[src/rtl/seq_chk_pkg.sv]
// Shared definitions for the stream sequence checker: FSM state encoding and
// the width of the beat/burst/error counters.
package seq_chk_pkg;

  localparam int CNT_W = 16;

  typedef enum logic [1:0] {
    IDLE   = 2'd0,
    BURST  = 2'd1,
    GAP    = 2'd2,
    FINISH = 2'd3
  } state_t;

endpackage

[src/rtl/seq_chk_cmp.sv]
// Beat comparator: checks data/address against the expected beat index and
// keeps the saturating error count. First-error capture under SEQ_CHK_FIRST_ERR_EN.
import seq_chk_pkg::*;

module seq_chk_cmp #(
  parameter int DATA_WIDTH = 32,
  parameter int ADDR_WIDTH = 32
) (
  input  logic                  clk,
  input  logic                  rst,
  input  logic                  clr,
  input  logic                  chk_en,
  input  logic [CNT_W-1:0]      beat,
  input  logic [DATA_WIDTH-1:0] data_in,
  input  logic [ADDR_WIDTH-1:0] addr_in,
  output logic [CNT_W-1:0]      err_cnt,
  output logic [CNT_W-1:0]      err_cnt_nxt
`ifdef SEQ_CHK_FIRST_ERR_EN
  ,
  output logic                  first_err_valid,
  output logic [CNT_W-1:0]      first_err_beat,
  output logic [DATA_WIDTH-1:0] first_err_data
`endif
);

  localparam logic [CNT_W-1:0] CNT_ONE = CNT_W'(1);

  function automatic logic [CNT_W-1:0] sat_inc(input logic [CNT_W-1:0] v);
    return (v == {CNT_W{1'b1}}) ? v : v + CNT_ONE;
  endfunction

  logic [CNT_W-1:0]      err_cnt_q, err_cnt_d;
  logic [DATA_WIDTH-1:0] exp_data;
  logic [ADDR_WIDTH-1:0] exp_addr;
  logic                  mismatch;

  assign exp_data = DATA_WIDTH'(beat);
  assign exp_addr = ADDR_WIDTH'(beat);
  // One increment per beat, however many fields disagree.
  assign mismatch = chk_en && ((data_in != exp_data) || (addr_in != exp_addr));

  always_comb begin
    err_cnt_d = err_cnt_q;
    if (clr)
      err_cnt_d = '0;
    else if (mismatch)
      err_cnt_d = sat_inc(err_cnt_q);
  end

  always_ff @(posedge clk or posedge rst) begin
    if (rst)
      err_cnt_q <= '0;
    else
      err_cnt_q <= err_cnt_d;
  end

  assign err_cnt     = err_cnt_q;
  assign err_cnt_nxt = err_cnt_d;

`ifdef SEQ_CHK_FIRST_ERR_EN
  logic                  fe_valid_q, fe_valid_d;
  logic [CNT_W-1:0]      fe_beat_q, fe_beat_d;
  logic [DATA_WIDTH-1:0] fe_data_q, fe_data_d;

  always_comb begin
    fe_valid_d = fe_valid_q;
    fe_beat_d  = fe_beat_q;
    fe_data_d  = fe_data_q;
    if (clr) begin
      fe_valid_d = 1'b0;
      fe_beat_d  = '0;
      fe_data_d  = '0;
    end else if (mismatch && !fe_valid_q) begin
      fe_valid_d = 1'b1;
      fe_beat_d  = beat;
      fe_data_d  = data_in;
    end
  end

  always_ff @(posedge clk or posedge rst) begin
    if (rst) begin
      fe_valid_q <= 1'b0;
      fe_beat_q  <= '0;
      fe_data_q  <= '0;
    end else begin
      fe_valid_q <= fe_valid_d;
      fe_beat_q  <= fe_beat_d;
      fe_data_q  <= fe_data_d;
    end
  end

  assign first_err_valid = fe_valid_q;
  assign first_err_beat  = fe_beat_q;
  assign first_err_data  = fe_data_q;
`endif

endmodule

[config.mk]
export PLATFORM = sky130hd
export DESIGN_NAME = seq_chk_cmp
export DESIGN_NICKNAME = d
export VERILOG_FILES = /design/src/rtl/seq_chk_pkg.sv /design/src/rtl/seq_chk_cmp.sv
export SDC_FILE = /design/constraint.sdc
export NUM_CORES = 1
export LEC_CHECK = 0
export ABC_AREA = 1
export CORE_ASPECT_RATIO = 2
export CORE_MARGIN = 2
export CORE_UTILIZATION = 38
export CTS_CLUSTER_DIAMETER = 150
export DETAILED_ROUTE_END_ITERATION = 8
export GPL_ROUTABILITY_DRIVEN = 0
export PLACE_DENSITY = 0.91
export SYNTH_ARGS = -nofsm -noshare
export SYNTH_HDL_FRONTEND = slang
export SYNTH_SLANG_ARGS = --single-unit
[constraint.sdc]
create_clock -name clk -period 3.3 [get_ports clk]
set_input_delay 0.33 -clock clk [delete_from_list [all_inputs] [get_ports clk]]
set_output_delay 0.33 -clock clk [all_outputs]
set_load 0.05 [all_outputs]
==> metrics list, run 1 <==
- Synthesized area divided by synthesized cell count: 5.93 sq um
- The critical path in this run is classified as flop to output port.
- Number of synthesized flops with an enable pin: 0
* Total CTS buffers: 3
- The number of global-route vias before repair is 2074.
* Series of cell instances along the critical path: ha_1 > nand3_2 > nor3_4 > nand3_1 > nand2_1 > inv_1 > nand2_1 > nor2_1 > nor2_1 > buf_4
- Post-layout min period: 2720 ps
- Peak fanout along the critical path: 11
* Worst path arrival time: 2390 ps
- Wires add up to 4730 um.
- Setup violations remaining at the end of the flow were counted as 0.
- Die height: 96.3 um
* DR WL/cell: 10.8 um
* Logic pwr share: about 41%
- Ratio of final minimum period to clock period: 82.3%
- Synthesized area: about 0.0016 sq mm
* Worst path required time: roughly 3000 ps
* Antenna Violating Nets Remaining: 0
- Int Pwr: 421 uW
- The flow ran to the end, and the final reports show no timing, DRC or antenna violations.
* Worst IR Drop VDD: 170 uV
- After global routing, the most crowded layer is met2.
- Port bufs: 115
- Total GRT Usage: between 20% and 30%
* Cell with the biggest individual delay on the critical path: dfrtp_1
- The number of antenna violations at the first check in global routing was 0.
- Largest net degree at the start of global routing: 27
- The root buffer cell chosen for the clock tree is clkbuf_8.
- Share of the synthesized area in the top cell type: around 25%
- Net Count, Synth: 358
- Reported max-cap violation count: 0
- The first detailed-routing pass took 4 iterations.
* HPWL Detailed: 4160 um
* Slew of the pin with the lowest slew margin: ~640 ps
* Count of routing violations after the opening detailed-route iteration: 48
- Layout cells sized above 1: 6.72%
- Synthesized instance count: about 270
- Sequential Power Share: roughly a third
- In this run, placement finished with an instance count of between 400 and 500.
- The first global-routing pass estimated 7970 um of wire.
- Worst clock skew on the final layout: 2.11 ps
* Number of slew-limit violations in the final report: 0
* Number of inserted diodes: 0
- CTS clock-pin slew for the worst setup and hold paths: ~60 ps
* Total vias in the final route: 2046
- Tightest Hold Check Type: primary input to async pin
- Detail-routed via count per cell: 4.66
- Starting density of the core: 39.6%
* Top post-synthesis cells by count: nand2_1, nor2_1, inv_1, xnor2_1, nand3_1
* Peak per-stage delay on the critical path: about 400 ps
- Hold buffer count at CTS: 0
* Htree depth: 1
- Global routing consumed, on the met2 layer, 43.4% of the routing resources.
* Final total negative setup slack: 0 ps
- Power spread over the standard cell area amounts to around 220 mW/mm^2.
- DIE WIDTH: 50.2 um
* Number of nets at the end of the flow: 474
* Sequential cell area fraction in the yosys report: 24.7%
- FFs w/ async S/R, synth: 100%
* Layout-stage area growth over the synthesis result: 73.0%
* TritonCTS clock tree: built
* Clock Latency Late Sink: 250 ps
- Most instantiated library cell after synthesis: nand2_1
- Buffers from clock root to sink, at most: 2
* Met1 usage: 18.6%
* CP Launch Type: flop
* Clock Sink Count: 16
- Proportion of power drawn by the clock network: between 20% and 30%
- The worst pin sits at a relative slew slack of a little under three fifths.
* Row count: 33
- During synthesis, Yosys emitted a total of 0 warnings.
- Leakage dissipation: between 0.001 and 0.0015 uW
* Switching share of total power: 30.7%
- Core area: 0.00409 sq mm
- In this run the power spent charging and discharging nets is 186 uW.
- Top_reg_cell synth: dfrtp_1
- Overall die area: 0.00483 sq mm
- In this run, distinct cell masters in the synthesized netlist total 24.
- Setup repair after global routing missed its margin: false
* Global-route congestion overflow total: 0
* Total setup buffers inserted after CTS: 0
- Largest area contributor in the netlist: dfrtp_1
* Highest clock frequency the design can meet: around 370 MHz
* IO Pins: 116
- The finished layout holds 439 standard cells, fillers aside.
- Total DRC errors in the routed layout: 0
- Global-route track usage on met3: 3.73%
* Flip-flop count of the largest register after layout: 16
- Once the clock tree was built, the resizer swapped 0 gates to a different size.
- Type of destination of the critical path: output port
- The total count of hold-check failures in the final report came to 0.
- In the post-synthesis netlist, the biggest area contributors are dfrtp_1, nand2_1, nor2_1.
* FF+latch count, synth: 16
-- logic make-up after synthesis --
logic type | after synthesis | share of synthesized area, %
buffers and inverters | 42 | 11.0
DFF | 16 | 24.7
xor gates and xnor gates | 23 | 12.4
AOI/OAI and AO/OA | 15 | 4.87
and+or+nand+nor | 176 | 46.2
adders and majority gates | 1 | 0.773
-- metal layers --
metal | vias to the layer above | part of all wire, %
li1 | 1062 | -
met1 | 874 | 32
met2 | 103 | 58
met3 | 7 | 8.2
met4 | 0 | 1.4
met5 | - | 0
-- final timing paths --
check                                 end  depth (start not counted)  slack [ps]        start
max                        err_cnt_nxt[1]                         10         580   err_cnt[1]
min                           err_cnt[12]                          2         460          rst
max reg2reg                    err_cnt[1]                         10        1300   err_cnt[1]
min reg2reg                   err_cnt[11]                          3         630  err_cnt[11]
max in group asynchronous     err_cnt[15]                          2        2430          rst
min in group clk              err_cnt[11]                          3         630  err_cnt[11]
-- final cells by class --
class                   instances  area [sq um]
inverters                      38           143
fillers                       318          1290
repair buffers                115          1110
multi-input cells             215          1040
clock buffers                   3          41.3
well taps                      52          65.1
flip-flops and latches         16           400
-- critical path: cells and delay by family (launching register included) --
| kind | cells | cell delay (ps) |
|---|---|---|
| adders and majority gates | 1 | 220 |
| DFF | 1 | 400 |
| buffers and inverters | 2 | 390 |
| and+or+nand+nor | 7 | 1130 |
-- layout by cell type, fill, tap and decap left out --
master            n
nand3_4           1
nand4_1           4
o21bai_1          1
dfrtp_1          16
clkdlybuf4s50_1  99
clkbuf_8          3
inv_2             1
inv_1            37
nor3_1            3
nor2_2            2
nor2_1           57
nand3_1          17
nand2_1          86
nand3b_1          1
xnor2_1          18
nand3_2           1
nor3_4            1
buf_4            16
xor2_1            5
nor3_2            1
o22ai_1           1
ha_1              1
and2_1            2
a21oi_1          13
-- power by group through the flow --
stage / clock (uW) / combinational [uW] / sequential (uW)
after CTS: 146 / 254 / 208
after floorplan: 0 / 94.5 / 230
after detailed placement: 0 / 253 / 212
final: 148 / 251 / 208
after global routing: 156 / 274 / 209
after global placement: 0 / 248 / 212
-- through the flow --
stage                     instance area [sq um]  utilization, %  hold slack [ps]  worst slack, ps  total power [uW]
after global placement                     2760            67.5              612              760               460
after floorplan                            1620               -              244              588               324
after detailed placement                   2760            67.5              624              718               465
final                                      2800            68.5              465              585               607
after CTS                                  2800            68.5              491              601               608
after global routing                       2800            68.5              543              360               639
(Power assumes the default switching activity.)
==> run 2: changes to the inputs <==
--- a/config.mk
+++ b/config.mk
@@ -8,11 +8,11 @@
 export ABC_AREA = 1
 export CORE_ASPECT_RATIO = 2
 export CORE_MARGIN = 2
-export CORE_UTILIZATION = 38
+export CORE_UTILIZATION = 32
 export CTS_CLUSTER_DIAMETER = 150
 export DETAILED_ROUTE_END_ITERATION = 8
 export GPL_ROUTABILITY_DRIVEN = 0
-export PLACE_DENSITY = 0.91
+export PLACE_DENSITY = 0.82
 export SYNTH_ARGS = -nofsm -noshare
 export SYNTH_HDL_FRONTEND = slang
 export SYNTH_SLANG_ARGS = --single-unit
==> constraint.sdc (replaced) <==
create_clock -name clk -period 2.2 [get_ports clk]
set_input_delay 0.22 -clock clk [delete_from_list [all_inputs] [get_ports clk]]
set_output_delay 0.22 -clock clk [all_outputs]
set_load 0.05 [all_outputs]
==> run 2 against run 1 <==
The run now ends with setup timing left. Hold slack lost 110 ps. Routed wire length grew 53%. Cell count grew 6.2%. Clock skew grew 2.5 ps. Worst setup slack lost 670 ps. Total power grew 72%. Core utilization grew 9.0 points. Global-route usage grew 1.3 points. First-iteration DRC count grew 25%. Sequential power grew 52%. Sequential cell count is the same. Clock power grew 84%. Largest power group unchanged.
==> metrics list, run 2 (synthesis gave the netlist of run 1 again) <==
- Outcome: complete, but fails checks
* Failing checks: setup timing
* Highest clock frequency the design can meet: 438 MHz
* Wirelength, routed: 7250 um (+53%)
- The worst-case headroom to the max-slew limit came to 55.1% (-2.4 points).
- Initial DRT Pass Iterations: 4 (unchanged)
* Root Driver: clkbuf_8
- The core region area was 0.00486 sq mm (+19%).
- Layout cells sized above 1: 29.8% (+23 points)
- The H-tree depth reported by CTS was 1 (unchanged).
- The initial DRC count came to 60 (+25%).
- CP dominant cell by count: nand2_2
* Area of the multi-input gates: 0.00139 sq mm (+34%)
* Global-route congestion overflow total: 0 (unchanged)
- The critical-path maximum fanout was 5 (-6).
* TritonCTS clock tree: built
* Ratio of final minimum period to clock period: 104%
* Antenna violations before repair: 0 (unchanged)
* Fillers: 286 (-10%)
- CP Buf/Inv Count: 2 (unchanged)
- Worst path required time: 1980 ps (-990 ps)
- The clock transition at the register clock pins on the worst setup and hold paths after CTS is 70 ps (about the same).
- The power density relative to cell area is 276 mW/mm^2 (+27%).
- Cell class contributing the biggest share of worst-path delay: simple AND/OR/NAND/NOR gates
- Area taken by flip-flops and latches: 409 sq um (+2.2%)
* Antenna Violating Nets Remaining: 0 (unchanged)
- The number of diodes is 0 (unchanged).
- The TritonCTS sink count was 16 (unchanged).
- CP Launch Type: flop
- Power, Total: 1040 uW (+72%)
* DR WL/cell: 15.6 um (+45%)
- Number of nets at the end of the flow: 495 (+4.4%)
* Detail-routed via count per cell: 5.12 (+9.9%)
- Leakage dissipation: 0.00215 uW (+69%)
- The largest net degree at the start of global routing is 18 (-33%).
* HPWL Detailed: 4850 um (+17%)
* Overall die area: 0.00568 sq mm (+18%)
- Walking the worst path, the cells encountered are nand2_2 > nor3_4 > buf_4 > nand4_1 > xor2_1 > nand3_2 > nand2_2 > nor2_4 > buf_12.
* Total GRT Usage: 22.1% (+1.3 points)
- Port bufs: 115 (unchanged)
* Worst reg-to-reg path cell count: 9 (-1)
* Flip-flop count of the largest register after layout: 16 (unchanged)
* Placed standard-cell area: 0.00315 sq mm (+14%)
- The final count of pins violating max slew came to 0 (unchanged).
- The number of placement rows was 36 (+9.1%).
* Number of global-route vias before repair: 2325 (+12%)
- Slew of the pin with the lowest slew margin: 673 ps (+35.8 ps)
- Reported max-cap violation count: 0 (unchanged)
- Layout-stage area growth over the synthesis result: 133%
- Hold buffer count at CTS: 0 (unchanged)
* Most common cell after layout, fill and taps aside: dlymetal6s2s_1
- Die height: 105 um (+8.6%)
* Peak per-stage delay on the critical path: 470 ps (+70 ps)
- Worst setup slack after layout: -84.6 ps (-669 ps)
- Setup-failing EPs final: 5 (+5)
- WS Path Type: flop to output port
- Crit. path cell count: 9 (-1)
- The worst clock skew came to 4.61 ps (+2.50 ps).
* Total DRC errors in the routed layout: 0 (unchanged)
- Setup repair after global routing missed its margin: true
* Type of destination of the critical path: output port
- Total vias in the final route: 2386 (+17%)
- The top-level I/O count was 116 (unchanged).
* Cell with the biggest individual delay on the critical path: dfrtp_1
- Post-layout min period: 2280 ps
- The global-route wire length before repair is 9630 um (+21%).
- The cell area after layout was 0.00377 sq mm (+35%).
- Hold Fails Final Rpt: 0 (unchanged)
- Clock Latency Late Sink: 250 ps (about the same)
- The arrival time at the worst endpoint is 2060 ps (-330 ps).
- The die width was 54.3 um (+8.3%).
* Most frequent cells in the layout: dlymetal6s2s_1, nand2_1, inv_1, nor2_1, nor2_4
* Buffers from clock root to sink, at most: 2 (unchanged)
- Total CTS buffers: 3 (unchanged)
* Starting density of the core: 33.3% (-6.3 points)
* Tightest Hold Check Type: primary input to async pin
- Worst IR Drop VDD: 347 uV (+100%)
[run 2: final cells by class]
type,count,share of cell area (%)
timing repair buffer,136,45.2
multi-input combinational,215,36.8
sequential,16,10.8
inverter,38,3.78
tap,57,1.89
clock buffer,4,1.46
[run 2: per-stage QoR]
step           util, %  TNS (ps)  cells  setup slack [ps]  hold WS (ps)
4_1_cts           68.0      -302    458             -31.9           395
3_5_place_dp      64.7     -1170    449             -96.2           654
5_1_grt           77.5     -1360    466              -136           416
2_1_floorplan        -         0    273             0.642           134
6_report          77.5      -160    466             -84.6           357
3_3_place_gp      64.7      -777    449             -66.9           653
[run 2: report_power, final]
part / switching, uW / total (uW) / internal [uW]
Clock: 114 / 273 / 159
Sequential: 13.5 / 316 / 303
Combinational: 224 / 454 / 229
Total: 352 / 1040 / 691
[run 2: timing repair]
action | CTS | global route
endpoints found under the setup margin | 16 | 16
cloned | 0 | 2
buffers inserted | 5 | 6
resized for setup | 28 | 133
pin swaps | 14 | 75
[run 2: metal layers]
| layer | wire length, um | global-route usage [%] |
|---|---|---|
| met1 | 2120 | 20.0 |
| met2 | 4310 | 43.4 |
| met3 | 453 | 3.57 |
| met4 | 370 | 8.93 |
| met5 | 0 | 0 |
[run 2: final timing paths]
check | from | to | slack (ps)
max reg2reg | err_cnt[4] | err_cnt[11] | 380
min in group clk | err_cnt[6] | err_cnt[6] | 630
min | rst | err_cnt[14] | 360
max in group asynchronous | rst | err_cnt[6] | 1370
max | err_cnt[4] | err_cnt_nxt[14] | -80
min reg2reg | err_cnt[6] | err_cnt[6] | 630
==> run 3: changes to the inputs <==
--- a/config.mk
+++ b/config.mk
@@ -5,10 +5,9 @@
 export SDC_FILE = /design/constraint.sdc
 export NUM_CORES = 1
 export LEC_CHECK = 0
-export ABC_AREA = 1
 export CORE_ASPECT_RATIO = 2
 export CORE_MARGIN = 2
-export CORE_UTILIZATION = 32
+export CORE_UTILIZATION = 30
 export CTS_CLUSTER_DIAMETER = 150
 export DETAILED_ROUTE_END_ITERATION = 8
 export GPL_ROUTABILITY_DRIVEN = 0
==> run 3 against run 2 <==
The flow still finishes with violations (setup timing). Total power fell by 17%. First-iteration DRC count down 37%. Maximum frequency is 5.4% lower. Cell count shrank 19%. Sequential cell count unchanged. Sequential power decreased by 4%. Routed wire length decreased by 2.8%. Worst setup slack got worse by 130 ps. Register-to-register slack got worse by 210 ps. Core utilization down 0.24 points. Sequential share of layout area grew 0.88 points. Highest routed layer unchanged.
==> metrics list, run 3 <==
* Initial DRT Pass Iterations: 4 (unchanged)
- TritonCTS clock tree: built
- DIE WIDTH: 52.7 um (-3.0%)
* Most instantiated library cell after synthesis: nor3_1
* Outcome: complete, but fails checks
- The reported max-cap violation count came to 0 (unchanged).
- The initial DRC count is 38 (-37%).
- WS Path Type: flop to output port
- Antenna violations before repair: 0 (unchanged)
- The largest net degree at the start of global routing was 23 (+5).
* CTS clock-pin slew for the worst setup and hold paths: 70 ps (about the same)
- Count of cell types in the netlist: 38 (+58%)
- Synthesized area divided by synthesized cell count: 8.61 sq um (+45%)
- The leakage power is 0.00143 uW (-33%).
* Series of cell instances along the critical path: and4_4 > buf_4 > nand3_1 > or3_4 > or3_4 > a21oi_4 > buf_12
- Length of routed met3 wiring: 416 um (-8.2%)
- Synthesized area: 0.00142 sq mm (-12%)
- Layout cells sized above 1: 64.9% (+35 points)
* Top post-synthesis cells by count: nor3_1, dfrtp_1, and3_1, nor4_1
- Layout-stage area growth over the synthesis result: 150%
- Setup repair after global routing missed its margin: true
* Uppermost signal routing layer after detailed routing: met4
* Worst clock skew on the final layout: 2.78 ps (-1.83 ps)
- Count of synthesis-stage warnings from yosys: 0 (unchanged)
- The measured slew at the worst slew-check pin is 674 ps (+1.05 ps).
- The detailed-route wire length was 7050 um (-2.8%).
* CP Buf/Inv Count: 2 (unchanged)
- The global-route wire length before repair is 10600 um (+10%).
- The number of vias after detailed routing came to 2149 (-9.9%).
* FF+latch count, synth: 16 (unchanged)
* Most frequent cells in the layout: buf_4, buf_2, clkdlybuf4s15_1, clkdlybuf4s50_1, and3_4
- Total DRC errors in the routed layout: 0 (unchanged)
* CP Launch Type: flop
- The buffer levels on the longest clock path is 2 (unchanged).
- Final Util: 77.3% (-0.24 points)
* Number of synthesized flops with an enable pin: 0 (unchanged)
* Htree depth: 1 (unchanged)
* Top_reg_cell synth: dfrtp_1
- Number of slew-limit violations in the final report: 0 (unchanged)
- The number of buffers inserted by port buffering was 115 (unchanged).
- The most numerous cell type found on the critical path is or3_4.
- The fraction of post-synthesis cell area in the top cell type by area is 28.2% (+3.4 points).
* Core area: 0.00460 sq mm (-5.5%)
* Die height: 101 um (-3.1%)
- Ranking of synthesized cells by area: dfrtp_1, mux2_4, and3_1
* Failing checks: setup timing
- The final hold slack was 358 ps (+0.448 ps).
- HPWL Detailed: 4840 um (-0.14%)
- Total CTS buffers: 3 (unchanged)
* Sequential cell area fraction in the yosys report: 28.2% (+3.4 points)
- Row count: 35 (-2.8%)
* Global-route congestion overflow total: 0 (unchanged)
- The clock period minus worst slack was 2410 ps (+129 ps).
- The number of nets produced by synthesis is 250 (-30%).
- Number of global-route vias before repair: 2338 (+0.56%)
* Highest clock frequency the design can meet: 414 MHz (-5.4%)
- The period utilization came to 110% (+5.9 points).
- Detail-routed via count per cell: 5.70 (+11%)
- The worst hold path belongs to the class primary input to async pin.
- Cell class contributing the biggest share of worst-path delay: simple AND/OR/NAND/NOR gates
- The routed metal-1 wirelength was 2210 um (+4.2%).
* Number of nets at the end of the flow: 408 (-18%)
- The worst ir drop on vdd is 397 uV (+14%).
- Peak per-stage delay on the critical path: 400 ps (-70 ps)
- Antenna Violating Nets Remaining: 0 (unchanged)
- CTS placed an instance of clkbuf_8 at the clock tree root.
- Type of destination of the critical path: output port
* Synthesized instance count: 165 (-40%)
* Total GRT Usage: 26.2% (+4.1 points)
- The number of inserted filler cells in the final layout is 287 (+0.35%).
* Cell with the biggest individual delay on the critical path: or3_4
* DR WL/cell: 18.7 um (+20%)
- The critical-path maximum fanout was 3 (-2).
- Starting density of the core: 30.9% (-2.4 points)
* Final total negative setup slack: -1580 ps (-1420 ps)
- The required time of the critical path was 1980 ps (about the same).
- The post-layout worst setup margin came to -214 ps (-129 ps).
* Most common cell after layout, fill and taps aside: buf_4
- The top-level I/O count came to 116 (unchanged).
* Flip-flop count of the largest register after layout: 16 (unchanged)
- The biggest area contributor in the post-synthesis netlist is dfrtp_1.
- The number of failing setup endpoints in the final timing report was 15 (+10).
- The source-to-sink clock delay at the later pin of the worst-skew pair is 260 ps (about the same).
* FFs w/ async S/R, synth: 100% (unchanged)
- Met2 WL: 4180 um (-3.0%)
* Number of inserted diodes: 0 (unchanged)
- The power density relative to cell area came to 243 mW/mm^2 (-12%).
- The worst-case headroom to the max-slew limit came to 55.0% (-0.070 points).
- Overall die area: 0.00534 sq mm (-6.0%)
- Hold Fails Final Rpt: 0 (unchanged)
- The TritonCTS sink count came to 16 (unchanged).
* Worst path arrival time: 2190 ps (+130 ps)
-- run 3: cell types whose count changed after synthesis, moves of 7 or more --
cell / previous run / this run
nand2_1: 86 / 5
nor2_1: 57 / 8
inv_1: 37 / 6
xnor2_1: 18 / 0
and3_1: 0 / 15
nor3_1: 3 / 17
nor4_1: 0 / 10
nand3_1: 17 / 8
mux2_4: 0 / 7
nor2b_1: 0 / 7
-- run 3: layout make-up --
cell class / instances / area (sq um) / share of cell area, %
Timing Repair Buffer: 159 / 1480 / 41.7
Tap cell: 55 / 68.8 / 1.94
Inverter: 6 / 22.5 / 0.634
Sequential cell: 16 / 417 / 11.7
Multi-Input combinational cell: 137 / 1510 / 42.4
Clock buffer: 4 / 55.1 / 1.55
-- run 3: timing repair --
item,CTS,global route
resized for setup,273,43
setup buffers,8,8
pin swaps,48,28
endpoints found under the hold margin,0,0
hold buffers,0,0
endpoints found under the setup margin,16,16
cloned,0,1
-- run 3: metal layers --
metal | track usage [%] | vias to the layer above
met5 | 0 | -
met3 | 3.69 | 26
met1 | 24.4 | 1024
met4 | 9.86 | 0
li1 | - | 975
met2 | 53.3 | 124
-- run 3: path summary, 6_finish.rpt --
check	start	endpoint	slack, ps	cells after the start
setup / recovery	err_cnt[4]	err_cnt_nxt[10]	-210	7
hold / removal	rst	err_cnt[14]	360	2
setup reg to reg	err_cnt[4]	err_cnt[5]	170	10
hold reg to reg	err_cnt[12]	err_cnt[12]	680	2
max in group asynchronous	rst	err_cnt[1]	1370	2
min in group clk	err_cnt[12]	err_cnt[12]	680	2
-- run 3: report_power, final --
part	internal [uW]	switching (uW)	total, uW
clock	159	113	272
combinational	150	140	290
sequential	298	4.18	302
-- run 3: kinds of logic (layout without fill, tap and decap cells) --
logic type / Yosys count / after routing / share of synthesized area (%)
flops: 16 / 16 / 28.2
buf+inv: 12 / 169 / 4.58
fa+ha+maj: 1 / 1 / 0.880
compound gates: 26 / 26 / 13.2
simple gates: 102 / 102 / 45.1
mux: 8 / 8 / 8.10
-- run 3: worst register-to-register path, delay by kind of cell, from the launching register on --
family / cells / cell delay, ps
buffers and inverters: 5 / 620
AND/OR/NAND/NOR: 4 / 610
flip-flops: 1 / 380
multiplexers: 1 / 310
-- run 3: through the flow --
stage	total power, uW	instances	area (sq um)	setup WS [ps]
3_3_place_gp	586	357	3050	-504
5_1_grt	901	377	3550	-259
2_1_floorplan	391	165	1570	-24.2
6_report	865	377	3550	-214
4_1_cts	857	368	3440	-168
3_5_place_dp	593	357	3050	-525
